**config.mk**
```make
export PLATFORM = sky130hd
export DESIGN_NAME = wspr_symbol_sequencer
export DESIGN_NICKNAME = d
export VERILOG_FILES = /design/src/rtl/wspr_pkg.sv /design/src/rtl/wspr_symbol_ram.sv /design/src/rtl/wspr_symbol_sequencer.sv
export SDC_FILE = /design/constraint.sdc
export NUM_CORES = 1
export LEC_CHECK = 0
export CAP_MARGIN = 20
export CORE_MARGIN = 1
export CORE_UTILIZATION = 50
export CTS_BUF_LIST = sky130_fd_sc_hd__clkbuf_16
export DETAILED_ROUTE_END_ITERATION = 12
export PLACE_DENSITY = 0.71
export SYNTH_ARGS = -nofsm -noshare
export SYNTH_HDL_FRONTEND = slang
export SYNTH_HIERARCHICAL = 1
export SYNTH_SLANG_ARGS = --single-unit
```
**constraint.sdc**
```tcl
create_clock -name clock -period 6.7 [get_ports clock]
set_clock_uncertainty 0.15 [all_clocks]
set_input_delay 1.34 -clock clock [delete_from_list [all_inputs] [get_ports clock]]
set_output_delay 1.34 -clock clock [all_outputs]
set_load 0.05 [all_outputs]
```
**src/rtl/wspr_pkg.sv**
```systemverilog
// Shared constants and state encoding for the WSPR 4-FSK symbol sequencer.
package wspr_pkg;

  localparam int WSPR_FW           = 32;
  localparam int WSPR_AW           = 8;
  localparam int WSPR_N_SYMBOLS    = 162;
  localparam int WSPR_SYMBOL_TICKS = 52428800;
  localparam int WSPR_TONE_STEP    = 82;

  typedef enum logic [1:0] {
    IDLE,
    PRIME,
    RUN,
    DONE
  } wspr_state_t;

endpackage

```
**src/rtl/wspr_symbol_ram.sv**
```systemverilog
// 2-bit wide symbol store: one synchronous write port, one registered read port.
module wspr_symbol_ram #(
  parameter int AW    = 8,
  parameter int DEPTH = 162
) (
  input  logic          clock,
  input  logic          wr_en,
  input  logic [AW-1:0] wr_addr,
  input  logic [1:0]    wr_data,
  input  logic          rd_en,
  input  logic [AW-1:0] rd_addr,
  output logic [1:0]    rd_data
);

  localparam int IW = (DEPTH > 1) ? $clog2(DEPTH) : 1;

  logic [1:0] mem [DEPTH];

  // Addresses are range-checked by the caller, so only the low IW bits matter.
  always_ff @(posedge clock) begin
    if (wr_en) mem[wr_addr[IW-1:0]] <= wr_data;
    if (rd_en) rd_data <= mem[rd_addr[IW-1:0]];
  end

endmodule

```
**src/rtl/wspr_symbol_sequencer.sv**
```systemverilog
// Steps the NCO frequency word through a preloaded WSPR symbol sequence with cycle-exact symbol timing.
module wspr_symbol_sequencer
  import wspr_pkg::*;
#(
  parameter int FW           = WSPR_FW,
  parameter int AW           = WSPR_AW,
  parameter int N_SYMBOLS    = WSPR_N_SYMBOLS,
  parameter int SYMBOL_TICKS = WSPR_SYMBOL_TICKS,
  parameter int TONE_STEP    = WSPR_TONE_STEP
) (
  input  logic                 clock,
  input  logic                 reset_n,
  input  logic signed [FW-1:0] base_freq,
  input  logic                 wr_en,
  input  logic [AW-1:0]        wr_addr,
  input  logic [1:0]           wr_data,
  output logic                 wr_err,
  input  logic                 start,
  input  logic                 abort,
  output logic signed [FW-1:0] frequency,
  output logic                 tx_active,
  output logic [AW-1:0]        symbol_index,
  output logic                 done
);

  localparam int            TW        = (SYMBOL_TICKS > 2) ? $clog2(SYMBOL_TICKS) : 2;
  localparam logic [TW-1:0] TICK_PRE  = TW'(SYMBOL_TICKS - 2);
  localparam logic [TW-1:0] TICK_LAST = TW'(SYMBOL_TICKS - 1);
  localparam logic [AW-1:0] LAST_IDX  = AW'(N_SYMBOLS - 1);

  wspr_state_t          state, state_nx;
  logic [TW-1:0]        tick, tick_nx;
  logic [AW-1:0]        idx_nx;
  logic signed [FW-1:0] freq_nx;
  logic signed [FW-1:0] base_q;
  logic                 tx_nx, done_nx, load_base;
  logic                 rd_en;
  logic [AW-1:0]        rd_addr;
  logic [1:0]           sym_p1;
  logic                 wr_ok;

  // Tone product never exceeds 3*TONE_STEP; the sum wraps modulo 2^FW like NCO phase.
  function automatic logic signed [FW-1:0] tone_word(input logic signed [FW-1:0] base,
                                                     input logic [1:0]           sym);
    logic signed [FW-1:0] prod;
    prod = $signed(FW'(sym) * FW'(TONE_STEP));
    return base + prod;
  endfunction

  assign wr_ok = wr_en && (state == IDLE) && (wr_addr <= LAST_IDX);

  wspr_symbol_ram #(
    .AW   (AW),
    .DEPTH(N_SYMBOLS)
  ) u_ram (
    .clock  (clock),
    .wr_en  (wr_ok),
    .wr_addr(wr_addr),
    .wr_data(wr_data),
    .rd_en  (rd_en),
    .rd_addr(rd_addr),
    .rd_data(sym_p1)
  );

  always_comb begin
    state_nx  = state;
    tick_nx   = tick;
    idx_nx    = symbol_index;
    freq_nx   = frequency;
    tx_nx     = tx_active;
    done_nx   = 1'b0;
    load_base = 1'b0;
    rd_en     = 1'b0;
    rd_addr   = '0;
    case (state)
      IDLE: begin
        freq_nx = base_freq;
        if (start && !abort) begin
          state_nx  = PRIME;
          load_base = 1'b1;
          rd_en     = 1'b1;
        end
      end
      PRIME: begin
        if (abort) begin
          state_nx = IDLE;
          freq_nx  = base_freq;
        end else begin
          state_nx = RUN;
          freq_nx  = tone_word(base_q, sym_p1);
          tx_nx    = 1'b1;
          idx_nx   = '0;
          tick_nx  = '0;
        end
      end
      RUN: begin
        if (abort) begin
          state_nx = IDLE;
          freq_nx  = base_freq;
          tx_nx    = 1'b0;
          idx_nx   = '0;
          tick_nx  = '0;
        end else begin
          tick_nx = tick + 1'b1;
          // Prefetch one cycle early so the next tone lands on the symbol boundary.
          if (tick == TICK_PRE && symbol_index < LAST_IDX) begin
            rd_en   = 1'b1;
            rd_addr = symbol_index + 1'b1;
          end
          if (tick == TICK_LAST) begin
            tick_nx = '0;
            if (symbol_index < LAST_IDX) begin
              idx_nx  = symbol_index + 1'b1;
              freq_nx = tone_word(base_q, sym_p1);
            end else begin
              state_nx = DONE;
              freq_nx  = base_freq;
              tx_nx    = 1'b0;
              idx_nx   = '0;
              done_nx  = 1'b1;
            end
          end
        end
      end
      DONE: begin
        state_nx = IDLE;
        freq_nx  = base_freq;
      end
      default: state_nx = IDLE;
    endcase
  end

  always_ff @(posedge clock or negedge reset_n) begin
    if (!reset_n) begin
      state        <= IDLE;
      tick         <= '0;
      symbol_index <= '0;
      frequency    <= '0;
      tx_active    <= 1'b0;
      done         <= 1'b0;
      wr_err       <= 1'b0;
    end else begin
      state        <= state_nx;
      tick         <= tick_nx;
      symbol_index <= idx_nx;
      frequency    <= freq_nx;
      tx_active    <= tx_nx;
      done         <= done_nx;
      wr_err       <= wr_err | (wr_en & ~wr_ok);
    end
  end

  // Base word is pure data, captured only when a transmission starts.
  always_ff @(posedge clock) begin
    if (load_base) base_q <= base_freq;
  end

endmodule

```
# Yosys cells after proc, flatten, opt, wreduce, memory -nomap -nowiden
# Memories as Yosys holds them, arrays and structs flattened. A register that Yosys moved wholly into a read port is not among the register bits.
# Cells that the tools add are included.
[totals]
ram_bits = 324
mem_count = 1
latchBits = 0
mem_bits_ro = 0
wordCells = 78
regBits = 103
[classes]
div = 0
n_addsub = 3
n_mul = 1
muxes = 39
n_eq_ne = 9
reduce_logical = 12
n_shift = 0
bitwise_logic = 3
order_cmp = 2
[memory_table]
columns = ["memory", "depth", "width", "read_ports", "rd_ports_with_merged_regs", "write_ports", "line_no", "source"]
rows = [
  ["u_ram.mem", 162, 2, 1, 1, 1, "wspr_symbol_ram.sv:17", "logic [1:0] mem [DEPTH];"],
]
[ops]
columns = ["operator", "n"]
rows = [
  ["$mux W32", 4],
  ["$pmux W32 S3", 1],
  ["$mux W26", 3],
  ["$mux W8", 7],
  ["$eq A26 B26 Y1 const B", 2],
  ["$pmux W26 S2", 1],
  ["$add A32 B10 Y32", 1],
  ["$add A26 B1 Y26 const B", 1],
  ["$pmux W8 S2", 1],
  ["$mux W1", 14],
  ["$mux W2", 5],
  ["$add A8 B1 Y8 const B", 1],
  ["$le A8 B8 Y1 const B", 1],
  ["$lt A8 B8 Y1 const B", 1],
  ["$mul A2 B6 Y8 const B", 1],
  ["$pmux W2 S4", 1],
  ["$ne A3 B3 Y1 const B", 2],
  ["$reduce_and A3 Y1", 2],
  ["$eq A2 B2 Y1 const B", 2],
  ["$logic_and A1 B1 Y1", 4],
  ["$pmux W1 S2", 2],
  ["$reduce_and A4 Y1", 1],
  ["$eq A2 B1 Y1 const B", 1],
  ["$logic_not A2 Y1", 1],
  ["9 further kinds", 9],
]

# Depth between registers and ports, before layout
# Gate-level depths: netlist (run 1).
[depth]
depth_word = 6
mapped_depth = 18

# Cells and area by module
# Netlist (run 1), hierarchy kept.
[modules_own_cells]
columns = ["mod", "seq_area_each_um2", "instances", "area_each_um2", "cells_per_inst"]
rows = [
  ["wspr_symbol_ram", 9789.4, 1, 13569.3, 794],
  ["wspr_symbol_sequencer", 2737.6, 1, 5811.8, 606],
]

# Worst setup path after synthesis (run 1)
# No wires, ideal clock.
[synth_path]
path_type = "in2reg"
from = "input abort"
to = "register u_ram.rd_data[1], read port of u_ram.mem, data pin"
arrival_ns = 4.432
path_stages = 13
slack_ns = 1.842
path_cell_list = "buf_1 > nor2b_1 > o21ai_1 > or3_1 > buf_2 > nor2_1 > buf_6 > buf_6 > mux4_2 > mux4_2 > mux2_2 > o21ai_1 > a221oi_1"
[synth_lines]
columns = ["element", "line_no", "source"]
rows = [
  ["start, declared", "wspr_symbol_sequencer.sv:19", "input logic abort,"],
  ["$mux W8", "wspr_symbol_sequencer.sv:97", "if (abort) begin"],
  ["$mux W8", "wspr_symbol_sequencer.sv:75", "case (state)"],
  ["named net rd_addr[0]", "wspr_symbol_sequencer.sv:38", "logic [AW-1:0] rd_addr;"],
  ["end, declared", "wspr_symbol_ram.sv:12", "output logic [1:0] rd_data"],
]
# The timed path passes the listed nets, and every way through them passes these cells.
# A chain may end at the register's enable or synchronous reset.

# Worst setup path after layout (run 1)
# Ends and elaborated chain as after synthesis.

==> out/metrics.cfg, run 1 <==
[cells_and_area]
fillCellCount=2964
final_cell_mix=edfxtp_1, nor2_1, nand2_1
n_antenna_cell=0
area_growth_pct=14.8
fin_area_sq_um=22200
layout_commonest_cell=edfxtp_1
nNetsFinal=1543
drive_above_1_share=0.132

[worst_setup_path]
critPathRequiredTime_ps=6850
crit_fanout=46
r2r_start=symbol_index[0]
path_class=in2reg
cp.arrival_ps=5530
r2r_cells=13
r2r-end=u_ram/rd_data[1]
critPathLaunchType=input port
endpoint_kind=flop
reg2reg_slack_ps=1530

[hold_path]
min_to=frequency[25]
min_from=frequency[25]
hp-class=reg2reg
hold_depth=2

[power]
p_sw_frac=0.287
p_comb_frac=0.184
leakagePower_uw=0.00717
power_switching_uw=2010
p_seq_frac=0.450
power.density_nw_per_um2=314
irDropWorstVdd_uv=207
clockPowerShare=0.366
internal_power_uw=4980

[floorplan]
dieArea_sq_um=39600
start_util=0.511
die_height_um=199
core.rowCount=71
core_area_sq_um=37900
fp.dieW_um=199
ios=90

[grt]
grt_use_met1=0.321
gr-total-overflow=0
met2_usage=0.377
grt_pass1_vias=12100
grt_first_pass_wirelength_um=69600
grt_use_total=0.235
grt_start_max_net_pins=102
antenna_found_initial=0
grt.met3_usage=0.0443
grt.busiest_layer=met2

[yosys]
yosysSeqAreaShare=0.646
synthFlopType=edfxtp_1
synthesis.nets=1461
synth_compound_area_frac=0.0636
synth-edff-count=358
synth-async-reset-ratio=0.166
synthMuxAreaShare=0.109
synth_top_family_by_area=simple AND/OR/NAND/NOR gates
syn_area_sq_um=19400
synth_xor_area_frac=0.0217
synth_fa_ha_area_frac=0.00943
synthSimpleGateAreaFrac=0.125
synth_cell_types=71
syn_inst=1400
syn_area_per_cell_sq_um=13.8
yosysWarnings=6
ys_ff_latch=429

[sta]
slew_violations=0
clock.fmax_ghz=0.186
setup_viol=0
hold_viol=0
period_share=0.803
min_period_ps=5380
finalSetupTns_ps=0
slew_headroom=0.318
rsz0062_at_grt=false
worst_pin_slew_ps=1020

[placement]
dp_hpwl_um=29400
gp_congestion=0.876
portBuffers=89
placed_area_sq_um=20700

[clock_network]
clock_sinks=429
insertion_delay_ps=570
clock_path_buffers=3
htree_levels=2
cts_root_buf=clkbuf_16
post_cts_buffers=0
cts_buffers=46
cts_tree=built
ctsHoldBuffers=0
cts-resized-gates=0
cts.clk_slew.worst_paths_ps=60

[status]
outcome=finished clean

[detailed_routing]
drcViolationCount=0
viasPerCell=6.01
drt_wl_total_um=45400
drtIter0Drc=1163
wl_per_cell_um=22.4
first_pass_iters=6
routed-via-count=12200
antenna_left=0

[run]
cap_violations=0

[per-layer routing]
metal	vias to the layer above	routed length [um]
met4	0	1520
met5	-	0
met2	516	21600
met1	6075	18900
met3	95	3330
li1	5501	-
[sequential cells by signal, indices dropped and copies added, names as in the netlist]
name / cells
symbol_index: 8
u_ram/rd_data: 2
done: 1
frequency: 32
state: 2
wr_err: 1
u_ram/mem: 324
base_q: 32
tx_active: 1
tick: 26
[synthesized netlist by cell type, types with 14 or more instances]
cell type	instances	share of area
nand3_1	43	0.011
o21ai_0	43	0.011
edfxtp_1	358	0.55
xor2_1	28	0.013
inv_1	14	0.0027
mux2i_1	28	0.014
clkbuf_1	38	0.0074
mux4_2	71	0.083
nor2b_1	22	0.0071
and3_1	20	0.0065
dfrtp_1	71	0.092
buf_2	18	0.0046
nand2_1	88	0.017
xnor2_1	20	0.0090
nor2_1	252	0.049
a221oi_1	14	0.0063
mux2_2	19	0.011
nor3_1	15	0.0039
nand4_1	17	0.0055
a21oi_1	30	0.0077
[worst max-delay path, cell delays in order]
cell and delay (ps):
clkdlybuf4s50_1 390, buf_4 190, nor2b_1 360, o21ai_1 330, or3_1 650, nor2_4 200
buf_4 600, mux4_2 600, mux2_2 270, o211a_1 230, o31ai_1 230, a221oi_1 70
[how the worst max path moves through the flow]
stage                      from               end  slack [ps]
after global routing      abort  u_ram/rd_data[0]        1010
after detailed placement  abort  u_ram/rd_data[1]         710
after global placement    abort  u_ram/rd_data[1]         810
after floorplan           abort  u_ram/rd_data[1]        1840
after CTS                 abort  u_ram/rd_data[1]        1340
final                     abort  u_ram/rd_data[1]        1320
[per-stage QoR]
step,utilization,total power [uW],instances,setup slack [ps],hold WS [ps]
global placement,0.546,4460,1945,813,316
global route,0.586,7240,2028,1010,348
CTS,0.586,7030,2028,1340,333
floorplan,-,4030,1400,1840,341
finish,0.586,6980,2028,1320,328
detailed placement,0.546,4480,1945,709,320
[cell families after synthesis]
kind of cell / count (synthesis)
simple gates: 521
fa+ha+maj: 14
compound gates: 178
mux: 119
xor+xnor: 48
buf+inv: 91
flops: 429
[layout make-up]
cell class | instances | area (sq um) | share of cell area
clock inverter | 37 | 377 | 0.0169
tap | 511 | 639 | 0.0287
sequential | 429 | 12500 | 0.563
inverter | 14 | 52.6 | 0.00236
multi-input combinational | 880 | 6410 | 0.288
clock buffer | 46 | 1150 | 0.0517
timing repair buffer | 111 | 1090 | 0.0488
[power by group through the flow]
stage / clock network (uW) / logic (uW) / registers [uW]
after floorplan: 0 / 514 / 3520
after global placement: 0 / 1260 / 3190
after detailed placement: 0 / 1280 / 3200
after CTS: 2600 / 1290 / 3140
after global routing: 2700 / 1380 / 3160
final: 2560 / 1280 / 3140
Note: power is estimated with default switching activity, not from simulation.
==> inputs of run 2 (changes only) <==
==> constraint.sdc (replaced) <==
create_clock -name clock -period 5.35 [get_ports clock]
set_clock_uncertainty 0.15 [all_clocks]
set_input_delay 1.07 -clock clock [delete_from_list [all_inputs] [get_ports clock]]
set_output_delay 1.07 -clock clock [all_outputs]
set_load 0.05 [all_outputs]
==> out/metrics.cfg, run 2 (synthesis gave the netlist of run 1 again) <==
[detailed_routing]
antenna_left=0
drcViolationCount=0
routed-via-count=12300
wl_per_cell_um=22.1
first_pass_iters=5
drtIter0Drc=1058
drt_wl_total_um=45300
viasPerCell=5.98

[cells_and_area]
n_antenna_cell=0
fin_area_sq_um=22300
post-route-util=0.589
drive_above_1_share=0.144
nNetsFinal=1564
largest_register_ffs=324
final_cell_mix=edfxtp_1, nor2_1, nand2_1
area_growth_pct=15.3
layout_commonest_cell=edfxtp_1

[floorplan]
dieArea_sq_um=39600
start_util=0.511
fp.dieW_um=199
core_area_sq_um=37900
ios=90
core.rowCount=71
die_height_um=199

[power]
power.density_nw_per_um2=386
irDropWorstVdd_uv=321
leakagePower_uw=0.00722

[grt]
grt_use_met1=0.316
grt.met3_usage=0.0398
grt_first_pass_wirelength_um=70200
grt.busiest_layer=met2
met2_usage=0.394
grt_start_max_net_pins=72
antenna_found_initial=0
grt_use_total=0.234
grt_pass1_vias=12300
gr-total-overflow=0

[worst_setup_path]
cp_cell_sequence=inv_1 -> ha_1 -> or4b_4 -> a21oi_1 -> o21ai_1 -> or3_1 -> nor2_4 -> buf_4 -> mux2_2 -> o22ai_1 -> or3_1 -> o221ai_1 -> o21bai_1 -> a221oi_1
endpoint_kind=flop
cp_slowest_stage_delay_ps=520
path_common_cell=or3_1
critPathLaunchType=flop
crit_slowest_cell=buf_4
cp.arrival_ps=4810
critPathRequiredTime_ps=5550
path_class=reg2reg
r2r_cells=14
crit_fanout=36

[sta]
rsz0062_at_grt=false
worst_slack_ps=744
slew_violations=0
slew_headroom=0.301
finalSetupTns_ps=0
hold_viol=0
clock.fmax_ghz=0.217
period_share=0.861
min_period_ps=4610
whs_ps=345
setup_viol=0
worst_pin_slew_ps=1050

[clock_network]
post_cts_buffers=0
htree_levels=2
clock_path_buffers=3
cts_root_buf=clkbuf_16
clock_sinks=429
cts-resized-gates=0
cts_buffers=45
ctsHoldBuffers=0
insertion_delay_ps=580
cts.clk_slew.worst_paths_ps=60
cts_tree=built

[run]
cap_violations=0

[placement]
portBuffers=89
gp_congestion=0.909
preCtsSetupSlack_ps=634
placed_area_sq_um=20900
dp_hpwl_um=30200

[hold_path]
hp-class=reg2reg
hold_depth=2

[status]
outcome=finished clean

-- run 2: cell count changes in the layout (fill, tap and decap cells not counted), sizes merged --
cell,delta
clkbuf,-1
buf,+22
clkinvlp,+1
bufinv,-3
clkinv,+3
-- run 2: routing by layer --
| layer | vias up | part of all wire | routed length [um] |
|---|---|---|---|
| li1 | 5535 | - | - |
| met1 | 6172 | 0.41 | 18600 |
| met2 | 489 | 0.49 | 22200 |
| met3 | 69 | 0.080 | 3630 |
| met4 | 0 | 0.020 | 910 |
| met5 | - | 0 | 0 |
-- run 2: power breakdown --
| group | total, uW | internal (uW) | switching, uW | leakage [uW] |
|---|---|---|---|---|
| Clock | 3060 | 1740 | 1320 | 0.000720 |
| Combinational | 1620 | 530 | 1090 | 0.00235 |
| Sequential | 3930 | 3800 | 129 | 0.00415 |
-- run 2: metrics by stage --
step | total power, uW | cells
after floorplan | 5050 | 1400
after global placement | 5590 | 1967
after detailed placement | 5620 | 1967
after CTS | 8670 | 2050
after global routing | 8920 | 2050
final | 8610 | 2050
-- run 2: final cells by class --
class	count	area [sq um]
Clock buffer	45	1130
Sequential cell	429	12500
Fill cell	2971	15600
Tap cell	511	639
Inverter	14	52.6
Clock inverter	38	320
Multi-Input combinational cell	880	6410
Timing Repair Buffer	133	1260
-- run 2: critical path, delay by kind of cell, from the launching register on --
| family | cells | cell delay, ps |
|---|---|---|
| compound gates | 6 | 1290 |
| fa+ha+maj | 1 | 140 |
| buf+inv | 2 | 620 |
| flops | 1 | 490 |
| mux | 1 | 280 |
| simple gates | 4 | 1420 |
-- run 2: path summary, 6_finish.rpt --
| check | startpoint | end | slack (ps) |
|---|---|---|---|
| worst max-delay path | symbol_index[0] | u_ram/rd_data[0] | 740 |
| worst min-delay path | frequency[9] | frequency[9] | 350 |
| worst max register to register | symbol_index[0] | u_ram/rd_data[0] | 740 |
| worst min register to register | frequency[9] | frequency[9] | 350 |
| max in group asynchronous | reset_n | frequency[9] | 3940 |
| min in group asynchronous | reset_n | tick[20] | 500 |
